**src/rtl/dispense_ctrl.sv**
```systemverilog
// Vending dispense controller: queues candy/nickel/dime requests in an
// 8-deep FIFO and fires one solenoid at a time, confirming each drop with
// its chute sensor and tracking per-item inventory.
module dispense_ctrl #(
    parameter int PULSE_CYCLES   = 4,
    parameter int TIMEOUT_CYCLES = 64,
    parameter int INV_INIT       = 20
) (
    input  logic       clk,
    input  logic       rst,
    input  logic       candy,
    input  logic       n,
    input  logic       d,
    input  logic       candy_sense,
    input  logic       nickel_sense,
    input  logic       dime_sense,
    input  logic       restock,
    input  logic       clear_fault,
    output logic       candy_sol,
    output logic       nickel_sol,
    output logic       dime_sol,
    output logic [7:0] candy_inv,
    output logic [7:0] nickel_inv,
    output logic [7:0] dime_inv,
    output logic       busy,
    output logic       overflow,
    output logic       proto_err,
    output logic       short_err,
    output logic       fault
);

    typedef enum logic [1:0] {
        ITEM_CANDY  = 2'd0,
        ITEM_NICKEL = 2'd1,
        ITEM_DIME   = 2'd2
    } item_t;

    typedef enum logic [2:0] {
        S_IDLE  = 3'd0,
        S_FIRE  = 3'd1,
        S_WAIT  = 3'd2,
        S_GAP   = 3'd3,
        S_FAULT = 3'd4
    } state_t;

    state_t     state;
    item_t      cur_item;
    logic [3:0] pulse_cnt;
    logic [7:0] wait_cnt;
    logic       gap_cnt;

    // The request register is the FIFO's write port; it gives the two-edge
    // latency from a request pulse to the solenoid firing.
    logic       stage_valid;
    item_t      stage_code;

    item_t      mem [8];
    logic [2:0] wr_ptr;
    logic [2:0] rd_ptr;
    logic [3:0] count;

    logic       multi_req;
    logic       pop;
    logic       push_ok;
    item_t      head;
    logic [7:0] head_stock;
    logic       short_hit;
    logic       sense_match;

    assign multi_req = (candy & n) | (candy & d) | (n & d);
    assign pop       = (state == S_IDLE) && (count != 4'd0);
    assign push_ok   = stage_valid && ((count != 4'd8) || pop);
    assign head      = mem[rd_ptr];
    assign short_hit = pop && (head_stock == 8'd0);
    assign busy      = (count != 4'd0) || stage_valid || (state != S_IDLE);

    // Look up remaining stock for the item at the FIFO head and check
    // whether the sensor of the item in flight has fired.
    always_comb begin
        head_stock  = candy_inv;
        sense_match = 1'b0;
        case (head)
            ITEM_NICKEL: head_stock = nickel_inv;
            ITEM_DIME:   head_stock = dime_inv;
            default:     head_stock = candy_inv;
        endcase
        if (state == S_WAIT) begin
            case (cur_item)
                ITEM_NICKEL: sense_match = nickel_sense;
                ITEM_DIME:   sense_match = dime_sense;
                default:     sense_match = candy_sense;
            endcase
        end
    end

    // Capture at most one request per cycle, candy beating dime beating nickel.
    always_ff @(posedge clk) begin
        if (rst) begin
            stage_valid <= 1'b0;
            stage_code  <= ITEM_CANDY;
        end else begin
            stage_valid <= candy | n | d;
            stage_code  <= candy ? ITEM_CANDY : (d ? ITEM_DIME : ITEM_NICKEL);
        end
    end

    // FIFO storage; contents need no reset since count guards every read.
    always_ff @(posedge clk) begin
        if (push_ok) begin
            mem[wr_ptr] <= stage_code;
        end
    end

    // FIFO pointers and occupancy; a push on full succeeds only alongside a pop.
    always_ff @(posedge clk) begin
        if (rst) begin
            wr_ptr <= 3'd0;
            rd_ptr <= 3'd0;
            count  <= 4'd0;
        end else begin
            if (push_ok) wr_ptr <= wr_ptr + 3'd1;
            if (pop)     rd_ptr <= rd_ptr + 3'd1;
            count <= count + {3'd0, push_ok} - {3'd0, pop};
        end
    end

    // Dispense sequencer with registered solenoid and fault outputs.
    always_ff @(posedge clk) begin
        if (rst) begin
            state      <= S_IDLE;
            cur_item   <= ITEM_CANDY;
            pulse_cnt  <= 4'd0;
            wait_cnt   <= 8'd0;
            gap_cnt    <= 1'b0;
            candy_sol  <= 1'b0;
            nickel_sol <= 1'b0;
            dime_sol   <= 1'b0;
            fault      <= 1'b0;
        end else begin
            case (state)
                S_IDLE: begin
                    if (pop && (head_stock != 8'd0)) begin
                        state      <= S_FIRE;
                        cur_item   <= head;
                        pulse_cnt  <= 4'd0;
                        candy_sol  <= (head == ITEM_CANDY);
                        nickel_sol <= (head == ITEM_NICKEL);
                        dime_sol   <= (head == ITEM_DIME);
                    end
                end
                S_FIRE: begin
                    if (pulse_cnt == 4'(PULSE_CYCLES - 1)) begin
                        state      <= S_WAIT;
                        wait_cnt   <= 8'd0;
                        candy_sol  <= 1'b0;
                        nickel_sol <= 1'b0;
                        dime_sol   <= 1'b0;
                    end else begin
                        pulse_cnt <= pulse_cnt + 4'd1;
                    end
                end
                S_WAIT: begin
                    if (sense_match) begin
                        state   <= S_GAP;
                        gap_cnt <= 1'b0;
                    end else if (wait_cnt == 8'(TIMEOUT_CYCLES - 1)) begin
                        state <= S_FAULT;
                        fault <= 1'b1;
                    end else begin
                        wait_cnt <= wait_cnt + 8'd1;
                    end
                end
                S_GAP: begin
                    if (gap_cnt) state <= S_IDLE;
                    else         gap_cnt <= 1'b1;
                end
                S_FAULT: begin
                    if (clear_fault) begin
                        state <= S_IDLE;
                        fault <= 1'b0;
                    end
                end
                default: state <= S_IDLE;
            endcase
        end
    end

    // Inventory: restock reloads everything and overrides a same-cycle drop.
    always_ff @(posedge clk) begin
        if (rst || restock) begin
            candy_inv  <= 8'(INV_INIT);
            nickel_inv <= 8'(INV_INIT);
            dime_inv   <= 8'(INV_INIT);
        end else if (sense_match) begin
            case (cur_item)
                ITEM_NICKEL: if (nickel_inv != 8'd0) nickel_inv <= nickel_inv - 8'd1;
                ITEM_DIME:   if (dime_inv != 8'd0)   dime_inv   <= dime_inv - 8'd1;
                default:     if (candy_inv != 8'd0)  candy_inv  <= candy_inv - 8'd1;
            endcase
        end
    end

    // Sticky error flags, cleared only by reset.
    always_ff @(posedge clk) begin
        if (rst) begin
            overflow  <= 1'b0;
            proto_err <= 1'b0;
            short_err <= 1'b0;
        end else begin
            if (multi_req)                  proto_err <= 1'b1;
            if (stage_valid && !push_ok)    overflow  <= 1'b1;
            if (short_hit)                  short_err <= 1'b1;
        end
    end

endmodule

```
**config.mk**
```make
export PLATFORM = sky130hd
export DESIGN_NAME = dispense_ctrl
export DESIGN_NICKNAME = d
export VERILOG_FILES = /design/src/rtl/dispense_ctrl.sv
export SDC_FILE = /design/constraint.sdc
export NUM_CORES = 1
export LEC_CHECK = 0
export CAP_MARGIN = 20
export CORE_MARGIN = 1.5
export CORE_UTILIZATION = 55
export CTS_CLUSTER_DIAMETER = 120
export DETAILED_ROUTE_END_ITERATION = 7
export GPL_TIMING_DRIVEN = 0
export PLACE_DENSITY = 0.78
export SYNTH_ARGS = -nofsm -noshare
export SYNTH_HDL_FRONTEND = slang
export SYNTH_SLANG_ARGS = --single-unit
```
**constraint.sdc**
```tcl
create_clock -name clk -period 3.7 [get_ports clk]
set_clock_uncertainty 0.05 [all_clocks]
set_input_delay 0.37 -clock clk [delete_from_list [all_inputs] [get_ports clk]]
set_output_delay 0.37 -clock clk [all_outputs]
set_load 0.02 [all_outputs]
```
Word-level counts from Yosys, hierarchy flattened
Memory sizes are Yosys's and may differ from the RTL's. A register that Yosys moved wholly into a read port is not among the register bits.
Index checks and enable logic that the tools add are counted.
{ "totals": {"ff_bits": 62, "n_memories": 1, "in_bits": 10, "output_inout_bits": 32, "ramBits": 16} }
{ "classes": {"reduce_logical": 35, "bitwise": 8, "add_sub_neg": 9, "mux": 35, "n_eq_ne": 21} }
{ "mem_list": {"columns": ["memory", "words", "width", "read_ports", "rd_clocked_by_memory_dff", "write_ports", "line_no", "text"], "rows": [
  ["mem", 8, 2, 1, 1, 1, "57", "item_t mem [8];"]
]} }
{ "op_table": {"columns": ["op", "n"], "rows": [
  ["case mux 8 bit (2 select lines)", 2],
  ["nonzero test 8 bit", 4],
  ["two-way mux 3 bit", 8],
  ["two-way mux 8 bit", 3],
  ["subtractor 8 x 1 -> 8 bit (second input constant)", 3],
  ["case mux 3 bit (5 select lines)", 1],
  ["AND reduction 3 bit", 5],
  ["!= test 2 bit (second input constant)", 7],
  ["case mux 1 bit (2 select lines)", 6],
  ["two-way mux 1 bit", 11],
  ["adder 8 x 1 -> 8 bit (second input constant)", 1],
  ["equality test 8 x 6 -> 1 bit (second input constant)", 1],
  ["zero test 8 bit", 1],
  ["two-way mux 4 bit", 2],
  ["case mux 4 bit (2 select lines)", 1],
  ["AND reduction 4 bit", 2],
  ["nonzero test 2 bit", 4],
  ["adder 3 x 1 -> 3 bit (second input constant)", 2],
  ["equality test 3 x 2 -> 1 bit (second input constant)", 2],
  ["logical AND 1 bit", 5],
  ["AND reduction 5 bit", 1],
  ["adder 4 x 1 -> 4 bit", 1],
  ["adder 4 x 1 -> 4 bit (second input constant)", 1],
  ["equality test 2 x 1 -> 1 bit (second input constant)", 2],
  ["20 further kinds", 32]
]} }

Logic depth before layout (Yosys ltp)
{ "depth": {"ltp_word": 6, "depth_mapped": 11} }

Worst setup path after synthesis
No wires, ideal clock.
{ "synth_timing": {"kind": "reg-to-reg", "startpoint": "reg with a tool-made name", "endpoint": "reg cur_item[0]", "path_slack_ns": 1.088, "required_ns": 3.571, "period_less_slack_ns": 2.612, "stages_incl_launch_ff": 10, "t_arrival_ns": 2.482, "cell_sequence": "dfxtp_1 mux4_2 mux2i_1 ha_1 nor2b_1 a41o_1 a211oi_4 buf_6 nor2_1 a211oi_2"} }
{ "synth_lines": {"columns": ["element", "line_no", "text"], "rows": [
  ["end signal, assigned", "131", "cur_item <= ITEM_CANDY;"],
  ["end signal, assigned", "144", "cur_item <= head;"],
  ["end, declared", "47", "item_t cur_item;"]
]} }

==> qor.yml <==
detailed_routing:
  first_pass_iters: 4
  vias: 2978
  vias_per_cell: 5.55
  drt_iter0_drc: 145
  drc: 0
  wl_per_cell_um: 14.2
  antenna_left: 0
  wl_mm: 7.63
synth:
  yosys_warnings: 0
  postSynthAreaPerCell_um2: 10.3
  synthCells: 384
  ys_ff_latch: 81
  netlist.area_leader.share: 0.329
  synth_edf_count: 16
  syn_nets: 413
  yosysTopAreaCell: "dfxtp_1"
  seq_area_frac_synth: 0.450
  yosys-top-cells-area: "dfxtp_1, edfxtp_1, ha_1"
  ys_async_sr_fraction: 0
  synth_area_um2: 3960
  synth_ff_type: "dfxtp_1"
  ys_types: 68
pwr:
  irDropWorstVdd_v: 0.000405
  pwr_density_cell_nw_per_um2: 568
  totalPowerFinal_mw: 2.67
  leakage_nw: 1.67
job:
  cap_violations: 0
floorplan:
  start_util: 0.576
  core_area_um2: 6870
  die_w_um: 87.8
  rows: 30
  fp.dieH_um: 87.8
  io_pins: 42
  die_area_um2: 7710
setup_path:
  crit_required_ns: 3.94
  crit_type: "flip-flop to flip-flop"
  r2r_end: "dime_sol"
  crit_fanout: 4
  arrival_ns: 3.25
  rrSetupSlack_ns: 0.69
  start_kind: "flip-flop"
  cp-end-kind: "flip-flop"
  reg2reg_depth: 8
grt:
  grt_start_max_net_pins: 17
  grt_use_total: 0.217
  grt_pass1_vias: 2879
  antenna_found_initial: 0
  grt_first_pass_wirelength_mm: 13.0
  overflow: 0
sta:
  clock.fmax_mhz: 332
  hold_violations: 0
  period_needed_ns: 3.01
  worstMarginPinSlew_ns: 0.624
  final.hold.worst_slack_ns: 0.430
  drv_slew: 0
  maxSlewHeadroom: 0.583
  rsz0062_at_grt: "false"
  finalCritPeriodShare: 0.813
  setup_tns_ns: 0
  setup_viol_count_final: 0
cts:
  clk_path_buf_depth: 2
  cts_resized: 0
  postCtsSetupRepairBufs: 0
  htree_levels: 3
  clk_latency_ns: 0.35
  cts_tree: "done"
  hold_buffers: 0
  clkTransAtPathRegs_ns: 0.09
  root_buffer: "clkbuf_8"
  cts_buffers: 9
  cts_sinks: 81
placement:
  place_area_um2: 4490
  hpwl_mm: 5.70
  port_buffers: 41
  gp_congestion: 0.860
worst_hold_path:
  hold_path_depth: 2
  hp-start: "fault"
  holdPathEnd: "fault"
  hp-class: "flip-flop to flip-flop"
final_layout:
  final_nets: 465
  n_antenna_cell: 0
  fillers: 530
  final-seq-area_um2: 1780
  finalInstanceArea_um2: 4690
  drive_gt1_frac: 0.111
  multiInputGateArea_um2: 2040
  syn_to_final_growth_pct: 18.7
outcome:
  outcome: "finished clean"
registers in the layout, indices dropped and copies added (netlist names), 2 cells and up, named ones only:
name / cells
wr_ptr: 3
rd_ptr: 3
nickel_inv: 8
count: 4
candy_inv: 8
wait_cnt: 8
pulse_cnt: 4
dime_inv: 8
mem: 16
stage_code: 2
state: 3
cur_item: 2
area by class of cell:
class,count,share of cell area
timing repair buffer,41,0.0874
multi-input combinational,273,0.434
inverter,18,0.0144
sequential,81,0.380
clock buffer,9,0.0264
clock inverter,7,0.0179
tap,96,0.0256
buffer,12,0.0152
metrics by stage:
stage	std cells	util	setup slack (ns)
after floorplan	384	-	1.09
after global placement	521	0.653	0.746
after detailed placement	521	0.653	0.703
after CTS	537	0.683	0.671
after global routing	537	0.683	0.540
final	537	0.683	0.691
logic make-up (layout without fill, tap and decap cells):
logic type	after synthesis	count (layout)	share of synthesized area
and+or+nand+nor	157	157	0.223
DFF	81	81	0.450
AOI/OAI and AO/OA	58	58	0.128
xor gates and xnor gates	31	31	0.0686
buffers and inverters	30	87	0.0351
adders and majority gates	20	20	0.0645
muxes	7	7	0.0304
how the worst max path moves through the flow:
stage	from	to	slack (ns)	depth (start not counted)
global placement	flip-flop	candy_sol	0.75	8
floorplan	flip-flop	cur_item[0]	1.09	9
global route	flip-flop	nickel_sol	0.54	8
detailed placement	flip-flop	cur_item[1]	0.70	9
finish	flip-flop	dime_sol	0.69	8
CTS	flip-flop	cur_item[1]	0.67	9
worst max-delay path, cell delays in order (launching register included):
cell	delay, ns
dfxtp_1	0.47
mux4_2	0.53
mux2i_1	0.41
ha_1	0.35
nor2b_1	0.15
a41o_1	0.26
a211oi_4	0.29
nor2b_1	0.26
a22o_1	0.17
where the power goes:
group | leakage, nW | internal, mW | switching (mW)
clock | 0.103 | 0.325 | 0.349
combinational | 0.892 | 0.422 | 0.499
sequential | 0.678 | 0.994 | 0.0774
metal layers:
| metal | global-route usage | up-vias | share of wire |
|---|---|---|---|
| met5 | 0 | - | 0 |
| met4 | 0.0736 | 0 | 0.014 |
| met3 | 0.0575 | 14 | 0.048 |
| met2 | 0.373 | 70 | 0.49 |
| met1 | 0.265 | 1399 | 0.45 |
| li1 | - | 1495 | - |
cell usage after synthesis (4+ instances only):
master,n
a211oi_1,7
a21oi_1,12
a22o_1,4
and3_1,5
and4b_1,4
clkbuf_1,5
dfxtp_1,65
edfxtp_1,16
ha_1,18
inv_1,17
mux4_2,4
nand2_1,18
nand2b_1,5
nand3_1,14
nand3b_1,7
nand4_1,8
nor2_1,55
nor3_1,11
nor4_1,4
o21ai_1,5
or4_1,4
xnor2_1,14
xor2_1,17
layout by cell type (no fill, tap or decap), types with 9 or more instances in the layout:
cell type         n
dfxtp_1          65
nand2_1          18
clkbuf_8          9
inv_1            17
nor3_1           11
edfxtp_1         16
ha_1             18
a21oi_1          12
nor2_1           55
xor2_1           17
nand3_1          14
xnor2_1          14
clkdlybuf4s50_1  41
No activity file was read; power rests on OpenSTA's default activity.
